## config.mk

```make
export PLATFORM = sky130hd
export DESIGN_NAME = motor_pwm_driver
export DESIGN_NICKNAME = d
export VERILOG_FILES = /design/src/rtl/motor_pkg.sv /design/src/rtl/pwm_channel.sv /design/src/rtl/motor_pwm_driver.sv
export SDC_FILE = /design/constraint.sdc
export NUM_CORES = 1
export LEC_CHECK = 0
export ABC_AREA = 1
export BUFFER_PORTS_ARGS = -buffer_cell sky130_fd_sc_hd__buf_2
export CAP_MARGIN = 20
export CELL_PAD_IN_SITES_DETAIL_PLACEMENT = 1
export CELL_PAD_IN_SITES_GLOBAL_PLACEMENT = 2
export CORE_ASPECT_RATIO = 0.9
export CORE_MARGIN = 2
export CORE_UTILIZATION = 39
export DETAILED_ROUTE_END_ITERATION = 12
export PLACE_DENSITY = 0.86
export SLEW_MARGIN = 30
export SYNTH_ARGS = -nofsm -noshare
export SYNTH_HDL_FRONTEND = slang
export SYNTH_SLANG_ARGS = --single-unit
```

## constraint.sdc

```tcl
create_clock -name clk -period 3.8 [get_ports clk]
set_clock_uncertainty 0.2 [all_clocks]
set_input_delay 0.19 -clock clk [delete_from_list [all_inputs] [get_ports clk]]
set_output_delay 0.19 -clock clk [all_outputs]
set_load 0.1 [all_outputs]
```

## src/rtl/motor_pkg.sv

```systemverilog
// ----------------------------------------------------------------------------
// motor_pkg
//  Shared types and constants for the dual H-bridge PWM driver.
//  motor_cmd_t  : sign-magnitude motor command, [7]=dir (0 fwd, 1 rev), [6:0]=duty
//  chan_state_t : per-channel bridge state (IDLE / RUN / DEAD)
//  PWM_TOP      : last value of the PWM counter before it wraps to 0
// ----------------------------------------------------------------------------
package motor_pkg;

   typedef struct packed {
      logic       dir;
      logic [6:0] duty;
   } motor_cmd_t;

   typedef enum logic [1:0] {IDLE, RUN, DEAD} chan_state_t;

   localparam logic [6:0] PWM_TOP = 7'd126;

endpackage : motor_pkg

```

## src/rtl/pwm_channel.sv

```systemverilog
// ----------------------------------------------------------------------------
// pwm_channel
//  One H-bridge channel: state machine, dead-time counter and registered pin
//  drivers. All state changes happen on the PWM wrap and use the direction
//  being loaded into the active command at that same wrap.
// Parameters
//  DEAD_PERIODS : whole PWM periods the bridge coasts on a direction reversal
// Ports
//  clk, reset   : clock, asynchronous active-low reset
//  cnt          : shared PWM counter 0..126
//  wrap         : one-clk strobe on the last clk of each PWM period
//  duty         : duty of the currently active command
//  next_dir     : direction of the command taking effect at this wrap
//  armed        : a command has been received since reset / watchdog trip
//  force_idle   : synchronous return to IDLE (watchdog trip)
//  en           : PWM enable pin (registered)
//  a_fwd, a_rev : direction pins (registered), both 0 unless running
// ----------------------------------------------------------------------------
module pwm_channel
   import motor_pkg::*;
#(
   parameter int DEAD_PERIODS = 2
) (
   input  logic       clk,
   input  logic       reset,
   input  logic [6:0] cnt,
   input  logic       wrap,
   input  logic [6:0] duty,
   input  logic       next_dir,
   input  logic       armed,
   input  logic       force_idle,
   output logic       en,
   output logic       a_fwd,
   output logic       a_rev
);

   localparam int DW = (DEAD_PERIODS > 1) ? $clog2(DEAD_PERIODS) : 1;

   chan_state_t   state;
   logic          dir;
   logic [DW-1:0] dcnt;

   // NOTE: every register here uses non-blocking assignment so all of them
   // sample the same pre-edge values of state, dir and cnt.
   always_ff @(posedge clk or negedge reset) begin
      if (!reset) begin
         state <= IDLE;
         dir   <= 1'b0;
         dcnt  <= '0;
         en    <= 1'b0;
         a_fwd <= 1'b0;
         a_rev <= 1'b0;
      end else begin
         // Pins are registered from the current state, so they trail the
         // counter by one clk and never glitch within a period.
         en    <= (state == RUN) && (cnt < duty);
         a_fwd <= (state == RUN) && !dir;
         a_rev <= (state == RUN) && dir;

         if (force_idle) begin
            state <= IDLE;
            dcnt  <= '0;
         end else if (wrap) begin
            unique case (state)
               IDLE: begin
                  if (armed) begin
                     dir   <= next_dir;
                     state <= RUN;
                  end
               end
               RUN: begin
                  if (next_dir != dir) begin
                     state <= DEAD;
                     dcnt  <= '0;
                  end
               end
               DEAD: begin
                  // Dead time always runs to completion; the direction is
                  // only re-sampled once it has elapsed.
                  if (dcnt == DW'(DEAD_PERIODS - 1)) begin
                     dir   <= next_dir;
                     state <= RUN;
                  end else begin
                     dcnt <= dcnt + 1'b1;
                  end
               end
               default: state <= IDLE;
            endcase
         end
      end
   end

endmodule : pwm_channel

```

## src/rtl/motor_pwm_driver.sv

```systemverilog
// ----------------------------------------------------------------------------
// motor_pwm_driver
//  Dual H-bridge driver fed by two sign-magnitude motor commands. Commands
//  are captured into shadow registers on cmd_valid and moved to the active
//  registers only at a PWM period boundary (wrap). A command arriving in the
//  wrap cycle itself bypasses the shadow and is used for the new period.
//  Optional watchdog: define MOTOR_WATCHDOG_EN to stop both channels after
//  WD_PERIODS periods without a command.
// Parameters
//  PRESCALE     : clk cycles per PWM count (period = PRESCALE*127 clk)
//  DEAD_PERIODS : periods a channel coasts on a direction reversal
//  WD_PERIODS   : watchdog timeout in periods (MOTOR_WATCHDOG_EN only)
// Ports
//  clk, reset         : clock, asynchronous active-low reset
//  motor1, motor2     : channel commands, [7]=dir, [6:0]=duty
//  cmd_valid          : one-clk strobe, motor1/motor2 valid
//  enable12, enable34 : channel PWM enables
//  a1/a2, a3/a4       : channel direction pins (fwd 1/0, rev 0/1)
//  wd_tripped         : watchdog tripped flag (0 without the watchdog)
// ----------------------------------------------------------------------------
module motor_pwm_driver
   import motor_pkg::*;
#(
   parameter int PRESCALE     = 24,
   parameter int DEAD_PERIODS = 2
`ifdef MOTOR_WATCHDOG_EN
  ,parameter int WD_PERIODS   = 200
`endif
) (
   input  logic       clk,
   input  logic       reset,
   input  logic [7:0] motor1,
   input  logic [7:0] motor2,
   input  logic       cmd_valid,
   output logic       enable12,
   output logic       enable34,
   output logic       a1,
   output logic       a2,
   output logic       a3,
   output logic       a4,
   output logic       wd_tripped
);

   localparam int PW = (PRESCALE > 1) ? $clog2(PRESCALE) : 1;

   logic [PW-1:0] pre;
   logic [6:0]    cnt;
   logic          tick, wrap;
   motor_cmd_t    shadow1, shadow2, next1, next2;
   logic [6:0]    duty1, duty2;
   logic          armed, armed_eff, trip_now, force_idle;

   assign tick = (pre == PW'(PRESCALE - 1));
   assign wrap = tick && (cnt == PWM_TOP);

   // Command used for the coming period: a same-cycle cmd_valid wins.
   assign next1 = cmd_valid ? motor_cmd_t'(motor1) : shadow1;
   assign next2 = cmd_valid ? motor_cmd_t'(motor2) : shadow2;

   // A command in the wrap cycle must start the channels at that very wrap.
   assign armed_eff = armed | cmd_valid;

   always_ff @(posedge clk or negedge reset) begin
      if (!reset) begin
         pre     <= '0;
         cnt     <= '0;
         shadow1 <= '0;
         shadow2 <= '0;
         duty1   <= '0;
         duty2   <= '0;
         armed   <= 1'b0;
      end else begin
         pre <= tick ? '0 : pre + 1'b1;
         if (tick) cnt <= (cnt == PWM_TOP) ? 7'd0 : cnt + 7'd1;
         if (cmd_valid) begin
            shadow1 <= motor_cmd_t'(motor1);
            shadow2 <= motor_cmd_t'(motor2);
         end
         // Only the duty is kept here; the applied direction lives in each
         // channel, which latches it at the same wrap.
         if (wrap) begin
            duty1 <= next1.duty;
            duty2 <= next2.duty;
         end
         if (cmd_valid)     armed <= 1'b1;
         else if (trip_now) armed <= 1'b0;
      end
   end

`ifdef MOTOR_WATCHDOG_EN
   localparam int WW = $clog2(WD_PERIODS + 1);

   logic [WW-1:0] wd_cnt;
   logic          wd_q;

   // The timeout only runs while the channels are armed, so an idle bridge
   // that has never been commanded does not report a trip.
   assign trip_now   = wrap && armed && !cmd_valid && (wd_cnt == WW'(WD_PERIODS - 1));
   assign force_idle = trip_now;
   assign wd_tripped = wd_q;

   always_ff @(posedge clk or negedge reset) begin
      if (!reset) begin
         wd_cnt <= '0;
         wd_q   <= 1'b0;
      end else if (cmd_valid) begin
         wd_cnt <= '0;
         wd_q   <= 1'b0;
      end else if (trip_now) begin
         wd_cnt <= '0;
         wd_q   <= 1'b1;
      end else if (wrap && armed) begin
         wd_cnt <= wd_cnt + 1'b1;
      end
   end
`else
   assign trip_now   = 1'b0;
   assign force_idle = 1'b0;
   assign wd_tripped = 1'b0;
`endif

   pwm_channel #(.DEAD_PERIODS(DEAD_PERIODS)) u_ch1 (
      .clk        (clk),
      .reset      (reset),
      .cnt        (cnt),
      .wrap       (wrap),
      .duty       (duty1),
      .next_dir   (next1.dir),
      .armed      (armed_eff),
      .force_idle (force_idle),
      .en         (enable12),
      .a_fwd      (a1),
      .a_rev      (a2)
   );

   pwm_channel #(.DEAD_PERIODS(DEAD_PERIODS)) u_ch2 (
      .clk        (clk),
      .reset      (reset),
      .cnt        (cnt),
      .wrap       (wrap),
      .duty       (duty2),
      .next_dir   (next2.dir),
      .armed      (armed_eff),
      .force_idle (force_idle),
      .en         (enable34),
      .a_fwd      (a3),
      .a_rev      (a4)
   );

endmodule : motor_pwm_driver

```

==> results_dict.tcl, run 1 <==
set metrics [dict create \
    status "complete, no violations" \
    start_kind "flop" \
    core_um2 6967 \
    synthMuxAreaShare 0 \
    drc 0 \
    cp_max_fo 31 \
    synth-seq-cells 57 \
    fin_setup_tns_ps 0 \
    synth_xor_area_frac 0.003170 \
    final_nets 400 \
    clkTransAtPathRegs_ps 60 \
    ys_seq_area_frac 0.5163 \
    wire_per_inst_um 13.33 \
    grt_max_degree 32 \
    row_count 29 \
    clkSinkCount 57 \
    leakage_nw 1.761 \
    io_buffers 24 \
    postCtsHoldBufs 17 \
    timing.rr.start "cnt[0]" \
    rsz0062_at_grt "false" \
    routed_via_density 4.680 \
    synth_compound_area_frac 0.06703 \
    synth_largest_area_cell "dfrtp_1" \
    r2r_cells 9 \
    dr.pass1.iters 6 \
    synth_fa_ha_area_frac 0.06793 \
    avgSynthCellArea_um2 8.633 \
    diodes 0 \
    yosysUniqueCellTypes 28 \
    die_y_um 83.85 \
    gp_congestion 0.8087 \
    hold_depth 3 \
    wirelength_mm 6.171 \
    min_period_ps 1954 \
    required_ps 3830 \
    crit_type "reg -> reg" \
    slew_headroom 0.5721 \
    cts_buffers 9 \
    fin_crit_sh 0.5143 \
    die-width_um 92.72 \
    clk_latency_ps 330 \
    dp_hpwl_mm 4.261 \
    num_vias 2167 \
    synth_top_family_by_area "simple AND/OR/NAND/NOR gates" \
    overflow 0 \
    ir_worst_vdd_uv 246.2 \
    synth_top_area_frac 0.5163 \
    clock_path_buffers 2 \
    cts-root-buf "clkbuf_8" \
    grt_pass1_vias 2275 \
    h-tree-depth 3 \
    syn_area_um2 2763 \
    ios 26 \
    mostFrequentLayoutCells "nand2_1 (112), dfrtp_1 (57), inv_1 (35), buf_2 (24), nor2_1 (20)" \
    cap_viol_max_count 0 \
    drive_gt1_frac 0.1459 \
    synth_warnings 0 \
    post_cts_buffers 0 \
    start_util 0.3966 \
    cp-end-kind "flop" \
    powerDensity_nw_per_um2 387.3 \
    worst_slew_pin_slew_ps 641.8 \
    hold_path_class "in -> reg" \
    syn_inst 320 \
    ant_nets 0 \
    area_growth_pct 20.52 \
    layout_commonest_cell "nand2_1" \
    synth-simple-area-share 0.2726 \
    synth.area.top_cells "dfrtp_1 (52%), nand2_1 (15%), ha_1 (6.8%), inv_1 (4.8%), nand3_1 (3.1%)" \
    fp.dieArea_um2 7774 \
    min_from "cmd_valid" \
    syn-num-nets 354 \
    drt_iter0_drc 47 \
    slew_violations 0 \
    tritoncts "yes" \
    fmax_ghz 0.5117 \
    setup_violations 0 \
    grtUsageTotal 0.1790 \
    utilization 0.4779 \
    grt_antenna_before_repair 0 \
    hold_violations 0 \
    cp.arrival_ps 1980 \
    grt_pass1_wl_mm 10.82 \
    cts_resized 0 \
    critPathLaunch "cnt[0]" \
]
sequential cells by signal, summed over array words and instances (netlist names), 2 cells and up:
signal / cells
shadow1: 8
cnt: 7
shadow2: 8
duty2: 7
u_ch2.state: 2
pre: 5
duty1: 7
u_ch1.state: 2
through the flow:
step	setup slack, ps	std cells	cell area, um2	hold slack [ps]	total power [W]
final	1846	463	3329	98.24	0.001289
after global routing	1688	463	3329	107.6	0.001354
after CTS	1829	463	3329	81.38	0.001312
after detailed placement	1830	431	2945	59.80	0.0006933
after global placement	1956	431	2945	55.94	0.0006915
after floorplan	2215	320	2763	-305.6	0.0006652
final timing paths:
kind                             endpoint  slack (ps)
max                        u_ch1.state[0]        1850
min                            shadow2[3]         100
max reg2reg                u_ch1.state[0]        1850
min reg2reg                        pre[0]         250
max in group asynchronous          cnt[2]        2370
min in group asynchronous      shadow1[7]         210
where the power goes:
group | switching, W | leakage, nW | internal (W)
clock | 0.000225 | 0.112 | 0.000369
combinational | 0.0000422 | 0.985 | 0.0000264
sequential | 0.00000424 | 0.665 | 0.000622
total | 0.000272 | 1.76 | 0.00102
area by class of cell:
type	count	area, um2
repair buffers	42	297.8
clock inverters	2	35.03
inverters	36	136.4
multi-input cells	220	1139
flip-flops and latches	57	1426
clock buffers	13	178.9
well taps	93	116.4
fillers	851	3637
critical path: stages (launching register included):
cell	delay, ps
dfrtp_1	380
inv_1	160
ha_1	210
nand2_1	70
inv_1	110
nand2_4	90
nor2_8	330
nand3_1	160
nand2_1	90
nand2_1	50
logic make-up (layout without fill, tap and decap cells):
group | after synthesis | in the layout
DFF | 57 | 57
other | 1 | 1
adders and majority gates | 15 | 15
AOI/OAI and AO/OA | 35 | 35
buffers and inverters | 43 | 93
xor gates and xnor gates | 1 | 1
and+or+nand+nor | 168 | 168
per-layer routing:
metal / routed length [um] / up-vias / track usage / share of wire
met3: 223 / 6 / 0.06143 / 0.036
met2: 2899 / 27 / 0.2833 / 0.47
met5: 0 / - / 0 / 0
met1: 2976 / 1042 / 0.2328 / 0.48
li1: - / 1092 / - / -
met4: 72 / 0 / 0.05481 / 0.012
synthesized netlist by cell type (all sizes together):
cell / instances
o21ai: 19
conb: 1
nand2: 117
a22oi: 1
a21boi: 2
a21oi: 12
and3: 1
dfrtp: 57
nand3: 19
o21bai: 1
nor3: 3
nor2: 25
xor2: 1
clkbuf: 1
buf: 6
clkinv: 1
nand4: 3
ha: 15
inv: 35
(Power assumes the default switching activity.)
==> inputs of run 2 (changes only) <==
--- a/config.mk
+++ b/config.mk
@@ -12,9 +12,9 @@
 export CELL_PAD_IN_SITES_GLOBAL_PLACEMENT = 2
 export CORE_ASPECT_RATIO = 0.9
 export CORE_MARGIN = 2
-export CORE_UTILIZATION = 39
+export CORE_UTILIZATION = 36
 export DETAILED_ROUTE_END_ITERATION = 12
-export PLACE_DENSITY = 0.86
+export PLACE_DENSITY = 0.81
 export SLEW_MARGIN = 30
 export SYNTH_ARGS = -nofsm -noshare
 export SYNTH_HDL_FRONTEND = slang
==> constraint.sdc (replaced) <==
create_clock -name clk -period 2 [get_ports clk]
set_clock_uncertainty 0.2 [all_clocks]
set_input_delay 0.1 -clock clk [delete_from_list [all_inputs] [get_ports clk]]
set_output_delay 0.1 -clock clk [all_outputs]
set_load 0.1 [all_outputs]
==> run 2 against run 1 <==
  * Final cell count grew 1.9%
  * Combinational power is 100% higher
  * Register-to-register slack worse by 1600 ps
  * Total power is 86% higher
  * Sequential cell count unchanged
  * Final area rose by 1.4%
  * Sequential power rose by 90%
  * Largest cell class unchanged
==> results_dict.tcl, run 2 (same netlist as run 1, synthesis figures left out) <==
set metrics [dict create \
    status "complete, no violations" \
    critPathLaunch "pre[0]" \
    clkSinkCount 57 \
    clock_path_buffers 2 \
    worst_slew_pin_slew_ps 636.0 \
    fmax_ghz 0.5578 \
    final_area_um2 3377 \
    crit_slowest_cell "dfrtp_1" \
    hold_path_class "in -> reg" \
    fin_setup_tns_ps 0 \
    crit_buf_inv 1 \
    cp_common_cell "nand2_1" \
    rsz0062_at_grt "false" \
    rrSetupSlack_ps 210 \
    row_count 30 \
    io_buffers 24 \
    dr.pass1.iters 4 \
    area_growth_pct 22.24 \
    leakage_nw 1.783 \
    h-tree-depth 3 \
    mostFrequentLayoutCells "nand2_1 (112), dfrtp_1 (57), inv_1 (35), buf_2 (24), nor2_1 (20)" \
    min_period_ps 1793 \
    setup_violations 0 \
    wirelength_mm 6.357 \
    timing.hold.ws_ps 51.20 \
    nFillCells 929 \
    diodes 0 \
    reg.largest.list "shadow1: 8 flops, shadow2: 8 flops" \
    r2r-end "duty1[6]" \
    ir_worst_vdd_uv 256.3 \
    fin_crit_sh 0.8963 \
    grt_pass1_wl_mm 10.97 \
    cap_viol_max_count 0 \
    routed_via_density 4.742 \
    crit_type "reg -> reg" \
    timing.rr.start "pre[0]" \
    cp-endpoint "duty1[6]" \
    start_util 0.3680 \
    cp.arrival_ps 1860 \
    layout_commonest_cell "nand2_1" \
    cts_resized 0 \
    multiInputGateArea_um2 1139 \
    ios 26 \
    postCtsHoldBufs 17 \
    post_dp_cell_area_um2 3012 \
    drt_iter0_drc 54 \
    cp_max_fo 22 \
    ant_nets 0 \
    required_ps 2060 \
    post_cts_buffers 0 \
    die_y_um 87.11 \
    drc 0 \
    die-width_um 96.34 \
    drive_gt1_frac 0.1596 \
    r2r_cells 8 \
    core_um2 7507 \
    cts-root-buf "clkbuf_8" \
    powerDensity_nw_per_um2 710.2 \
    start_kind "flop" \
    hold_violations 0 \
    critical_path_depth 8 \
    final_nets 405 \
    wire_per_inst_um 13.47 \
    gp_congestion 0.7476 \
    path_cells "ha_1 > nand2_1 > nor2_4 > nand2_4 > nor2_8 > buf_12 > nand2_1 > o21ai_1" \
    cts_buffers 9 \
    num_vias 2238 \
    utilization 0.4498 \
    slew_headroom 0.5760 \
    overflow 0 \
    tritoncts "yes" \
    clkTransAtPathRegs_ps 60 \
    slew_violations 0 \
    grtUsageTotal 0.1748 \
    regArea_um2 1426 \
    path_delay_family "simple AND/OR/NAND/NOR gates" \
    grt_max_degree 27 \
    cp-end-kind "flop" \
    grt_antenna_before_repair 0 \
    fp.dieArea_um2 8392 \
    grt_pass1_vias 2338 \
    dp_hpwl_mm 4.440 \
    cpPeakStageDelay_ps 370 \
    clk_latency_ps 350 \
]
[run 2: cell type report]
class                      instances  area share
multi-input combinational        220      0.3372
sequential                        57      0.4224
clock buffer                      10     0.04076
clock inverter                     6     0.01704
inverter                          36     0.04039
tap                               96     0.03557
timing repair buffer              47      0.1067
[run 2: metal layers]
metal  wire length (um)  track usage  share of wire
met1               3002       0.2226           0.47
met2               3049       0.2854           0.48
met3                201      0.04502          0.032
met4                104      0.06658          0.016
met5                  0            0              0
[run 2: tightest hold or removal path, delay by kind of cell]
family / cells / cell delay [ps]
buf+inv: 2 / 310
simple gates: 2 / 150
[run 2: how the worst min path moves through the flow]
| stage | from | to | slack (ps) | cells after the start |
|---|---|---|---|---|
| floorplan | reset | armed | -400 | 0 |
| global placement | reset | shadow1[1] | -40 | 1 |
| detailed placement | reset | shadow1[1] | -30 | 1 |
| CTS | cmd_valid | shadow1[3] | 40 | 4 |
| global route | cmd_valid | shadow2[2] | 90 | 4 |
| finish | cmd_valid | shadow1[0] | 50 | 4 |
[run 2: per-stage QoR]
step	worst slack [ps]	total power [W]	instances
2_1_floorplan	414.9	0.001264	320
3_5_place_dp	184.2	0.001326	439
3_3_place_gp	238.1	0.001321	439
4_1_cts	145.2	0.002440	472
5_1_grt	22.24	0.002494	472
6_report	207.3	0.002398	472
[run 2: report_power, final]
part / internal [W] / switching (W) / total, W
clock: 0.000599 / 0.000472 / 0.00107
sequential: 0.00118 / 0.00000784 / 0.00119
combinational: 0.0000555 / 0.0000827 / 0.000138
==> inputs of run 3 (changes only) <==
--- a/config.mk
+++ b/config.mk
@@ -5,14 +5,13 @@
 export SDC_FILE = /design/constraint.sdc
 export NUM_CORES = 1
 export LEC_CHECK = 0
-export ABC_AREA = 1
 export BUFFER_PORTS_ARGS = -buffer_cell sky130_fd_sc_hd__buf_2
 export CAP_MARGIN = 20
 export CELL_PAD_IN_SITES_DETAIL_PLACEMENT = 1
 export CELL_PAD_IN_SITES_GLOBAL_PLACEMENT = 2
 export CORE_ASPECT_RATIO = 0.9
 export CORE_MARGIN = 2
-export CORE_UTILIZATION = 36
+export CORE_UTILIZATION = 39
 export DETAILED_ROUTE_END_ITERATION = 12
 export PLACE_DENSITY = 0.81
 export SLEW_MARGIN = 30
==> run 3 against run 2 <==
  * Global-route usage is 0.44 points higher
  * First-iteration DRC count is 46% lower
  * Sequential cell count stayed put
  * Setup slack worse by 92 ps
  * Sequential share of layout area is 0.24 points higher
  * Register-to-register slack worse by 90 ps
  * Area after synthesis is 3.8% lower
  * Fmax is 4.9% lower
  * Clock-buffer cell count stayed put
  * Core utilization is 6.0 points higher
  * Critical endpoint is now duty2[0]
  * Largest cell class unchanged
==> results_dict.tcl, run 3 <==
set metrics [dict create \
    fmax_ghz 0.5307 \
    rsz0062_at_grt "false" \
    cts_buffers 9 \
    min_period_ps 1884 \
    timing.rr.start "cnt[0]" \
    layout_commonest_cell "dfrtp_1" \
    synth_top_area_frac 0.5370 \
    dr.pass1.iters 4 \
    synth-seq-cells 57 \
    overflow 0 \
    synth.most_common_cell "dfrtp_1" \
    row_count 28 \
    min_to "shadow1[7]" \
    cap_viol_max_count 0 \
    layoutNonFillerInstCount 396 \
    grtUsageTotal 0.1792 \
    hold_depth 2 \
    area_growth_pct 26.42 \
    synth_warnings 0 \
    cts-root-buf "clkbuf_8" \
    cp_max_fo 15 \
    synth_largest_area_cell "dfrtp_1" \
    fin_crit_sh 0.9421 \
    post_cts_buffers 0 \
    hold_violations 0 \
    synth_ff_type "dfrtp_1" \
    min_from "cmd_valid" \
    leakage_nw 1.719 \
    ant_nets 0 \
    fin_setup_tns_ps 0 \
    fp.dieArea_um2 7488 \
    fin_ws_ps 115.7 \
    diodes 0 \
    clock_path_buffers 2 \
    core_um2 6586 \
    ys_seq_area_frac 0.5370 \
    r2r-end "duty2[0]" \
    die_y_um 82.30 \
    syn-num-nets 272 \
    start_util 0.4033 \
    yosysUniqueCellTypes 41 \
    dpl.cell_count 360 \
    timing.hold.ws_ps 34.25 \
    final_nets 335 \
    synth_edf_count 0 \
    synth.area.top_cells "dfrtp_1 (54%), mux2_2 (8.1%), ha_1 (7.1%), o21ai_0 (4.5%), nand2_1 (3.7%)" \
    grt_pass1_vias 2090 \
    dp_hpwl_mm 4.222 \
    setup_violations 0 \
    io_buffers 24 \
    r2r_cells 6 \
    yosys-top-cells-count "dfrtp_1 (57), nand2_1 (26), o21ai_0 (24)" \
    utilization 0.5099 \
    grt_max_degree 24 \
    powerDensity_nw_per_um2 704.1 \
    hold_path_class "in -> reg" \
    required_ps 2020 \
    tritoncts "yes" \
    grt_antenna_before_repair 0 \
    syn_area_um2 2656 \
    cp-end-kind "flop" \
    start_kind "flop" \
    slew_violations 0 \
    clkTransAtPathRegs_ps 60 \
    avgSynthCellArea_um2 11.16 \
    cp.arrival_ps 1900 \
    clkSinkCount 57 \
    status "complete, no violations" \
    drc 0 \
    wirelength_mm 5.878 \
    wire_per_inst_um 14.84 \
    num_vias 1940 \
    grt_pass1_wl_mm 10.12 \
    async_reset_ff_frac 1.000 \
    drive_gt1_frac 0.2516 \
    gp_congestion 0.7540 \
    place_ws_ps 64.98 \
    routed_via_density 4.899 \
    ios 26 \
    die-width_um 91.00 \
    mostFrequentLayoutCells "dfrtp_1 (57), nand2_1 (26), o21ai_0 (24), buf_2 (24), dlygate4sd3_1 (20)" \
    clk_latency_ps 330 \
    syn_inst 238 \
    rrSetupSlack_ps 120 \
    crit_type "reg -> reg" \
    h-tree-depth 3 \
    ir_worst_vdd_uv 371.1 \
    reg.largest.list "shadow1: 8 flops, shadow2: 8 flops" \
    drt_iter0_drc 29 \
]
==> run 3: cell types whose count changed in the layout (fill, tap and decap cells not counted), moves of 9 or more <==
| cell | delta |
|---|---|
| nand2_1 | -86 |
| mux2_2 | +19 |
| inv_1 | -17 |
| o21ai_0 | +11 |
| a21oi_1 | -10 |
| buf_4 | +10 |
| nor2_1 | -10 |
| nand3_1 | -9 |
==> run 3: what timing repair did <==
item / in CTS / in global routing
endpoints found under the setup margin: 0 / 10
hold buffers: 20 / 0
endpoints found under the hold margin: 88 / 0
gates resized for setup: 0 / 2
==> run 3: area by class of cell <==
cell class              instances  area (um2)
clock buffers                  10       127.6
clock inverters                 6       58.81
fillers                       751        3228
inverters                      18       67.56
multi-input cells             155        1117
flip-flops and latches         57        1426
well taps                      90       112.6
repair buffers                 60       447.9
==> run 3: worst max-delay path, cell delays in order (launching register included) <==
cell and delay (ps):
dfrtp_1 420, inv_1 90, ha_1 170, nand3_1 170
nor3_4 200, buf_6 190, mux2_2 340
==> run 3: where the power goes <==
| group | switching (W) | leakage [nW] | internal, W |
|---|---|---|---|
| sequential | 0.00000784 | 0.646 | 0.00118 |
| combinational | 0.0000738 | 0.973 | 0.0000801 |
| clock | 0.000450 | 0.0998 | 0.000568 |
| total | 0.000531 | 1.72 | 0.00183 |
==> run 3: layer usage <==
layer | vias to the layer above | share of wire | track usage
met5 | - | 0 | 0
met4 | 0 | 0.014 | 0.06364
met3 | 9 | 0.037 | 0.05898
met2 | 32 | 0.48 | 0.3133
met1 | 942 | 0.47 | 0.2102
li1 | 957 | - | -
==> run 3: stage by stage <==
stage / area, um2 / power, W
floorplan: 2656 / 0.001277
global placement: 2964 / 0.001329
detailed placement: 2964 / 0.001335
CTS: 3351 / 0.002412
global route: 3358 / 0.002481
finish: 3358 / 0.002364
==> run 3: cells by family after synthesis <==
logic type / after synthesis / share of synthesized area
other: 1 / 0.001412
and+or+nand+nor: 63 / 0.1239
adders and majority gates: 15 / 0.07065
AOI/OAI and AO/OA: 51 / 0.1225
xor gates and xnor gates: 3 / 0.009893
buffers and inverters: 26 / 0.04239
DFF: 57 / 0.5370
muxes: 22 / 0.09232
==> run 3: worst max-delay path by stage <==
stage           endpoint  slack (ps)  startpoint  depth (start not counted)
5_1_grt         duty2[0]          10      cnt[0]                          6
3_3_place_gp    duty1[0]         150      cnt[0]                          6
2_1_floorplan  u_ch2.dir           6      pre[0]                          5
4_1_cts         duty1[5]          50      cnt[0]                          8
6_report        duty2[0]         120      cnt[0]                          6
3_5_place_dp    duty1[5]          60      cnt[0]                          8
